**src/rtl/tt_um_leg_solver.sv**
```systemverilog
// Right-triangle leg solver: given hypotenuse c and leg a, computes b = floor(sqrt(c*c - a*a))
// with a bit-serial square root (one result bit per cycle, MSB first).
module tt_um_leg_solver (
    input  logic       clk,
    input  logic       rst_n,
    input  logic       ena,
    input  logic [7:0] ui_in,
    input  logic [7:0] uio_in,
    output logic [7:0] uo_out,
    output logic [7:0] uio_out,
    output logic [7:0] uio_oe
);

    // state  | meaning
    // IDLE   | waiting for loads / start pulse
    // SQUARE | range check, form c*c - a*a
    // ROOT   | 8 bit-serial root iterations, n = 7..0
    // DONE   | result held, loads and new start accepted
    typedef enum logic [1:0] {IDLE, SQUARE, ROOT, DONE} state_t;

    state_t      state;
    logic [7:0]  c_reg;
    logic [7:0]  a_reg;
    logic [7:0]  root;
    logic [15:0] diff;
    logic [2:0]  n;
    logic        start_q;
    logic        busy;
    logic        done;
    logic        err;

    logic        load_c;
    logic        load_a;
    logic        start;
    logic        start_pulse;
    logic        accept_start;
    logic [7:0]  trial;
    logic [15:0] trial_sq;
    logic [7:0]  root_next;
    logic [15:0] diff_next;
    logic        unused_uio;

    assign load_c      = uio_in[0];
    assign load_a      = uio_in[1];
    assign start       = uio_in[2];
    assign unused_uio  = &{1'b0, uio_in[7:3]};
    assign start_pulse = start & ~start_q;
    assign accept_start = start_pulse & ~load_c & ~load_a;

    always_comb begin
        trial     = root | (8'd1 << n);
        trial_sq  = {8'd0, trial} * {8'd0, trial};
        root_next = (trial_sq <= diff) ? trial : root;
        diff_next = ({8'd0, c_reg} * {8'd0, c_reg}) - ({8'd0, a_reg} * {8'd0, a_reg});
    end

    always_ff @(posedge clk or negedge rst_n) begin
        if (!rst_n) begin
            state   <= IDLE;
            c_reg   <= '0;
            a_reg   <= '0;
            diff    <= '0;
            root    <= '0;
            n       <= '0;
            start_q <= 1'b0;
            uo_out  <= '0;
            busy    <= 1'b0;
            done    <= 1'b0;
            err     <= 1'b0;
        end else if (ena) begin
            start_q <= start;
            case (state)
                IDLE, DONE: begin
                    if (load_c) c_reg <= ui_in;
                    if (load_a) a_reg <= ui_in;
                    if (accept_start) begin
                        state <= SQUARE;
                        busy  <= 1'b1;
                        done  <= 1'b0;
                        err   <= 1'b0;
                    end
                end
                SQUARE: begin
                    if (a_reg > c_reg) begin
                        state  <= DONE;
                        uo_out <= '0;
                        err    <= 1'b1;
                        done   <= 1'b1;
                        busy   <= 1'b0;
                    end else begin
                        diff  <= diff_next;
                        root  <= '0;
                        n     <= 3'd7;
                        state <= ROOT;
                    end
                end
                ROOT: begin
                    root <= root_next;
                    if (n == 3'd0) begin
                        uo_out <= root_next;
                        state  <= DONE;
                        done   <= 1'b1;
                        busy   <= 1'b0;
                    end else begin
                        n <= n - 3'd1;
                    end
                end
                default: state <= IDLE;
            endcase
        end
    end

    assign uio_out = {1'b0, err, done, busy, 4'b0000};
    assign uio_oe  = 8'b0111_0000;

endmodule
```
**config.mk**
```make
export PLATFORM = sky130hd
export DESIGN_NAME = tt_um_leg_solver
export DESIGN_NICKNAME = d
export VERILOG_FILES = /design/src/rtl/tt_um_leg_solver.sv
export SDC_FILE = /design/constraint.sdc
export NUM_CORES = 1
export LEC_CHECK = 0
export ABC_AREA = 1
export CAP_MARGIN = 20
export CORE_ASPECT_RATIO = 1.75
export CORE_UTILIZATION = 35
export CTS_BUF_LIST = sky130_fd_sc_hd__clkbuf_4 sky130_fd_sc_hd__clkbuf_8
export CTS_CLUSTER_DIAMETER = 40
export DETAILED_ROUTE_END_ITERATION = 12
export DONT_BUFFER_PORTS = 1
export PLACE_DENSITY_LB_ADDON = 0.15
export SETUP_SLACK_MARGIN = 0.2
export SYNTH_ARGS = -nofsm -noshare
export SYNTH_HDL_FRONTEND = slang
export SYNTH_SLANG_ARGS = --single-unit
```
**constraint.sdc**
```tcl
create_clock -name clk -period 9.5 [get_ports clk]
set_input_delay 0.475 -clock clk [delete_from_list [all_inputs] [get_ports clk]]
set_output_delay 0.475 -clock clk [all_outputs]
set_load 0.1 [all_outputs]
```
-- Yosys cells after proc, flatten, opt, wreduce, memory -nomap -nowiden
Cells that the tools add are included.
Widths: inputs -> output; s select.
- output and inout port bits: 24
- input bits: 19
- register bits: 57
- shifts and indexed selects: 1
- $lt $le $gt $ge: 2
- equal/unequal tests: 8
- reduce and logical (&&, ||, !) cells: 14
- bitwise logic cells: 8
- add/subtract/negate cells: 2
- mux-type cells: 22
- multiply operators: 3
- operator list (kind ; number):
    $mul 8x8->16 ; 3
    $mux 8 ; 4
    $pmux 8 s2 ; 2
    $le 16x16->1 ; 1
    $reduce_and 4->1 ; 4
    $sub 16x16->16 ; 1
    $reduce_and 3->1 ; 5
    $ne 2x2->1 const B ; 5
    $gt 8x8->1 ; 1
    $or 8x8->8 ; 1
    $shl 1x3->8 const A ; 1
    $mux 1 ; 7
    $mux 3 ; 2
    $pmux 1 s3 ; 2
    $pmux 2 s3 ; 1
    $pmux 3 s2 ; 1
    $eq 2x2->1 const B ; 2
    $mux 2 ; 2
    $not 1->1 ; 4
    $reduce_bool 2->1 ; 2
    $and 1x1->1 ; 3
    $logic_not 3->1 ; 1
    $sub 3x1->3 const B ; 1
    $eq 2x1->1 const B ; 1
    other kinds (3) ; 3

-- Longest topological paths before layout
Gate-level depths: netlist of run 1.
- depth after elaboration: 7
- depth in mapped cells: 32
- gate-level depth less buffers: 32

-- Least setup slack after synthesis of run 1
Ideal clock, no wire load.
- path kind: register to register
- start point: register n[0]
- end point: register uo_out[0]
- data required time: 9380 ps
- clock period less this slack: 5475 ps
- arrival: 5355 ps
- cell stages (with the launch flop): 27
- path slack: 4025 ps
- path buffers: 0
- setup time: 120 ps
- path through: dfrtp_1 inv_1 ha_1 a21oi_1 inv_1 nand2_1 inv_1 fa_1 fa_1 inv_1 fa_1 fa_1 inv_1 ha_1 a21oi_1 o21ai_0 a21oi_1 o21ai_0 xor2_1 ha_1 nand4_1 nor2_1 nand2_1 nand2_1 nand3_1 nand3_1 nand2_1
- word-level cells in the longest chain between the ends: 7
- elaborated cells on any way between the ends: 10
- classes of those cells: mul (1); order compare (1); eq/ne (1); shift (1); mux (3); bitwise (1); reduce/logical (2)
- RTL lines (what ; RTL line ; text):
    from (decl) ; 26 ; logic [2:0] n;
    from (signal assigned) ; 105 ; n <= n - 3'd1;
    $shl 1x3->8 ; 51 ; trial = root | (8'd1 << n);
    $or 8x8->8 ; 51 ;
    $mul 8x8->16 ; 52 ; trial_sq = {8'd0, trial} * {8'd0, trial};
    $le 16x16->1 ; 53 ; root_next = (trial_sq <= diff) ? trial : root;
    $mux 8 ; 53 ;
    $mux 8 ; 99 ; if (n == 3'd0) begin
    $pmux 8 s2 ; 72 ; case (state)
    to (signal assigned) ; 100 ; uo_out <= root_next;
    to (decl) ; 9 ; output logic [7:0] uo_out,
Several ways; a longest one is shown, not always the timed one. The select of a mux whose other input is x is not followed.
A chain may end at the register's enable or synchronous reset.

-- Final worst setup path of run 1
- start point: register n[0]
- end point: register uo_out[2]
Same word-level chain as after synthesis.

==> metrics.csv, run 1 <==
metric;value;unit
status;finished clean;
DRT Wirelength;20190;um
post-layout util;37.47;%
Biggest register;diff;
initial antenna violation count;0;
CP delay by family, top;adder cells;
number of flip-flops in the largest register;16;
vias in the first global route;6962;
most frequent cells after synthesis;inv_1 (283), nand2_1 (256), ha_1 (115);
placed inst area;8823;sq um
DR iter-0 viols;178;
PostCTS Resize Cnt;0;
max cap viols;0;
Critical Setup Path Class;flip-flop to flip-flop;
via count;6466;
top_reg_cell synth;dfrtp_1;
Die H;209.6;um
FF-to-FF End;uo_out[2];
Max Freq;149.8;MHz
Worst Setup End Kind;flip-flop;
worst hold path type;input pin to flip-flop;
Final Cycle Share;70.28;%
setup bufs post-CTS;0;
dpl cells;1398;
Pins Over Slew Limit;0;
number of port buffers;0;
R2R Path Start;n[0];
Rel. slew slack;37.55;%
DP Wirelength;17180;um
initial core utilization;35.75;%
nets;1340;
Ports;43;
Synth area leader;fa_1;
CTS buffer count;9;
non-filler instance count after layout;1416;
DRC Markers;0;
r2r setup slk;2820;ps
RSZ-0062 raised after global routing;no;
Design Area, Final;9037;sq um
largest cells by area after synthesis;fa_1 (24%), ha_1 (17%), dfrtp_1 (17%);
Placement Rows;75;
Hold Vio Cnt, Final;0;
Syn. warnings;0;
CTS tree;done;
crit path DAT;6970;ps
Area Growth Syn to Fin;4.833;%
routed wire length per instance;14.26;um
first-pass iteration count of the detailed router;6;
Yosys reg bits;57;
Syn Area/Cell;7.711;sq um
cells after synthesis;1118;
Placer Congestion;0.8083;
H-tree Lvls;3;
worst reg2reg path depth;25;
critical path's most frequent cell;inv_1;
Total Negative Setup Slacks;0;ps
Worst Hold Depth;2;
Final Setup Violations;0;
gr ovfl total;0;
Reg clk slew, reported paths;80;ps
vias per std cell;4.566;
Clock Sinks;57;
Skew-Pair Late Insertion Delay;350;ps
hold worst-path end;start_q;
die area;25290;sq um
share of cells above drive strength 1;2.166;%
post-synth top area share;23.92;%
Buf+Inv Stages, Crit Path;5;
Post-synth ARST share;100.0;%
ANT nets after route;0;
Startpoint Class;flip-flop;
number of synthesized flops with an enable pin;0;
post-synthesis cell area;8621;sq um
Worst EP required;9790;ps
Min Clock Period, post-route;6677;ps
CP max FO;8;
Clock Tree Buf Depth;2;
GRT Util Overall;17.20;%
Die X;120.6;um
Least-Margin Pin Slew;936.8;ps
CP max stage delay;560;ps
synth unique cells;30;
first-pass GRT wire length;33820;um
Worst Hold Launch;ena;
Worst Skew;20.00;ps
core area;24120;sq um
hold_buf cts;2;
most common cell in the netlist;inv_1;
register area share after synthesis;16.55;%
largest net degree at the start of global routing;58;
ANT cells;0;
CTS root buffer;clkbuf_8;
Critical Path Slowest Stage Cell;fa_1;
[cell families (layout without fill, tap and decap cells)]
group	after synthesis	in the layout	synth area share, %
adders and majority gates	218	218	40.61
xor gates and xnor gates	35	35	3.556
buffers and inverters	326	304	15.09
other	2	14	0.08712
and+or+nand+nor	376	376	17.59
DFF	57	57	16.55
AOI/OAI and AO/OA	104	104	6.517
[how the worst max path moves through the flow]
stage / startpoint / to / slack [ps] / cells past startpoint
detailed placement: n[0] / uo_out[2] / 2660 / 25
global placement: n[0] / uo_out[2] / 2710 / 25
floorplan: n[0] / uo_out[0] / 4030 / 26
global route: n[0] / uo_out[2] / 2310 / 25
finish: n[0] / uo_out[2] / 2820 / 25
CTS: n[0] / uo_out[2] / 2650 / 25
[placed cells by master, fill, tap and decap left out, types with 2 or more instances in the layout]
cell type,n
a211oi_1,2
a21o_1,4
a21oi_1,35
a21oi_2,2
clkbuf_8,10
clkinv_1,2
clkinv_2,3
conb_1,14
dfrtp_1,57
fa_1,103
ha_1,115
inv_1,283
nand2_1,256
nand2_2,2
nand3_1,54
nand4_1,9
nor2_1,49
nor3_1,5
o21ai_0,49
o21ai_1,5
o21ai_2,2
o21bai_1,3
xnor2_1,21
xor2_1,14
[layout make-up]
type	instances	area, sq um
Clock inverter	5	31.28
Multi-Input combinational cell	747	5938
Tap cell	308	385.4
Sequential cell	57	1426
Clock buffer	11	145.1
Timing Repair Buffer	2	37.54
Fill cell	2563	15080
Inverter	286	1074
[layer usage]
metal	global-route usage (%)	part of all wire (%)	wire length (um)
met1	17.06	36	7314
met2	36.39	61	12250
met3	1.141	0.87	175
met4	5.109	2.2	452
met5	0	0	0
[per-stage QoR]
step | setup WS, ps | hold WS [ps]
3_5_place_dp | 2660 | 180.3
5_1_grt | 2306 | 228.4
4_1_cts | 2651 | 230.3
2_1_floorplan | 4025 | 179.4
6_report | 2823 | 241.6
3_3_place_gp | 2708 | 180.5
[worst register-to-register path, delay by kind of cell, from the launching register on]
family / cells / cell delay (ps)
AND/OR/NAND/NOR: 7 / 1280
flip-flops: 1 / 410
AO/OA/AOI/OAI: 5 / 1200
adder cells (fa/ha/maj): 7 / 2990
XOR/XNOR: 1 / 170
buffers and inverters: 5 / 560
Power of run 1 is not shown: default switching activity piles up to over one toggle a cycle in this logic, so the estimate is an artifact.
==> inputs of run 2 (changes only) <==
==> constraint.sdc (replaced) <==
create_clock -name clk -period 5.85 [get_ports clk]
set_input_delay 0.2925 -clock clk [delete_from_list [all_inputs] [get_ports clk]]
set_output_delay 0.2925 -clock clk [all_outputs]
set_load 0.1 [all_outputs]
==> run 2 against run 1 <==
  * Critical path depth rose by 2
  * Non-clock buffer count rose by 49
  * Highest routed layer unchanged
  * Flip-flop and latch count did not move
  * Clock-buffer cell count fell by 2
  * Die area did not move
==> metrics.csv, run 2 (synthesis results as in run 1) <==
metric;value;unit;change
status;finished clean;;
crit path DAT;5690;ps;-1280 ps
nets;1389;;+3.7%
Design Area, Final;9808;sq um;+8.5%
CTS tree;done;;
first-pass iteration count of the detailed router;4;;-2
Worst Skew;15.75;ps;-4.254 ps
vias per std cell;4.602;;+0.78%
Placer Congestion;0.8064;;-0.24%
H-tree Lvls;3;;unchanged
Placement Rows;75;;unchanged
DP Wirelength;18040;um;+5.0%
die area;25290;sq um;unchanged
most frequent cells in the layout;inv_1 (272), nand2_1 (247), ha_1 (107), fa_1 (102), dfrtp_1 (56);;
placed inst area;9151;sq um;+3.7%
Final Setup Violations;0;;unchanged
via count;6742;;+4.3%
Rel. slew slack;36.79;%;-0.76 points
ANT cells;0;;unchanged
CTS root buffer;clkbuf_8;;
first-pass GRT wire length;34420;um;+1.8%
Reg clk slew, reported paths;80;ps;about the same
core area;24120;sq um;unchanged
Worst Setup End Kind;flip-flop;;
vias in the first global route;7113;;+2.2%
DRC Markers;0;;unchanged
commonest non-fill, non-tap cell in the layout;inv_1;;
initial antenna violation count;0;;unchanged
RSZ-0062 raised after global routing;yes;;
gr ovfl total;0;;unchanged
max cap viols;0;;unchanged
CTS buffer count;9;;unchanged
Total Negative Setup Slacks;0;ps;unchanged
Biggest register;diff;;
Final Cycle Share;92.68;%;+22 points
Startpoint Class;flip-flop;;
Die H;209.6;um;unchanged
DR iter-0 viols;198;;+11%
Die X;120.6;um;unchanged
number of port buffers;0;;unchanged
routed wire length per instance;14.46;um;+1.4%
GRT Util Overall;17.75;%;+0.55 points
Skew-Pair Late Insertion Delay;370;ps;+20 ps
number of flip-flops in the largest register;16;;unchanged
Hold Vio Cnt, Final;0;;unchanged
DRT Wirelength;21180;um;+4.9%
largest net degree at the start of global routing;58;;unchanged
Least-Margin Pin Slew;948.2;ps;+11.41 ps
Fin Hold WS;31.73;ps;-209.9 ps
ANT nets after route;0;;unchanged
Min Clock Period, post-route;5422;ps;-1255 ps
Worst EP required;6110;ps;-3680 ps
initial core utilization;35.75;%;unchanged
Clock Sinks;57;;unchanged
Clock Tree Buf Depth;2;;unchanged
Pins Over Slew Limit;0;;unchanged
Critical Setup Path Class;flip-flop to flip-flop;;
CP max FO;8;;unchanged
Max Freq;184.4;MHz;+23%
worst hold path type;input pin to flip-flop;;
Ports;43;;unchanged
Area Growth Syn to Fin;13.77;%;
share of cells above drive strength 1;11.84;%;+9.7 points
[run 2: cell count changes in the layout (fill, tap and decap cells not counted), moves of 4 or more]
cell     change
nand2_1      -9
ha_1         -8
nand3_1     -15
inv_1       -11
a21oi_2     +10
nand3_2     +13
o21ai_0      -8
a21oi_1     -12
inv_2       +11
ha_4         +7
o21ai_1      +4
buf_4       +45
nand2_2      +9
[run 2: layout make-up]
type | instances | area [sq um]
Fill cell | 2526 | 14310
Clock buffer | 9 | 123.9
Multi-Input combinational cell | 747 | 6238
Inverter | 286 | 1076
Tap cell | 308 | 385.4
Clock inverter | 7 | 127.6
Sequential cell | 57 | 1428
Timing Repair Buffer | 51 | 429.2
[run 2: worst max-delay path, stage by stage, from the launching register on]
cell and delay, ps:
dfrtp_1 420, inv_2 130, ha_4 150, inv_2 40, o21ai_4 230, nand2_2 110
fa_1 490, inv_1 50, fa_1 510, inv_2 50, fa_2 580, fa_1 440
inv_2 80, ha_4 210, a21oi_4 160, o21ai_2 70, a21oi_2 180, o21ai_1 110
xor2_1 160, ha_1 320, nand4_1 120, nor2_2 160, nand2_1 80, nand2_2 90
buf_12 140, nand3_2 70, nand3_1 90, nand2_1 60
[run 2: final timing paths]
check	from	end	slack [ps]	depth (start not counted)
setup / recovery	n[0]	root[3]	430	27
hold / removal	ena	start_q	30	2
setup reg to reg	n[0]	root[3]	430	27
hold reg to reg	start_q	start_q	480	2
max in group asynchronous	rst_n	diff[9]	5150	2
min in group asynchronous	rst_n	uo_out[4]	440	2
[run 2: repair_timing]
action	CTS	global route
endpoints found under the hold margin	57	0
pin swaps	4	36
endpoints found under the setup margin	16	16
buffers inserted	0	7
resized for setup	19	66
hold buffers	2	0
[run 2: routing by layer]
| layer | global-route usage, % | share of wire [%] | up-vias |
|---|---|---|---|
| li1 | - | - | 3391 |
| met1 | 16.75 | 34 | 3251 |
| met2 | 36.35 | 59 | 67 |
| met3 | 1.793 | 1.5 | 33 |
| met4 | 9.025 | 4.6 | 0 |
| met5 | 0 | 0 | - |
[run 2: stage by stage]
stage,instances,setup slack (ps),util (%)
2_1_floorplan,1130,375.5,-
4_1_cts,1458,215.8,39.37
3_5_place_dp,1440,-111.4,37.95
5_1_grt,1465,96.42,40.67
3_3_place_gp,1440,-66.37,37.95
6_report,1465,428.0,40.67
Power of run 2 is left out for the same reason.
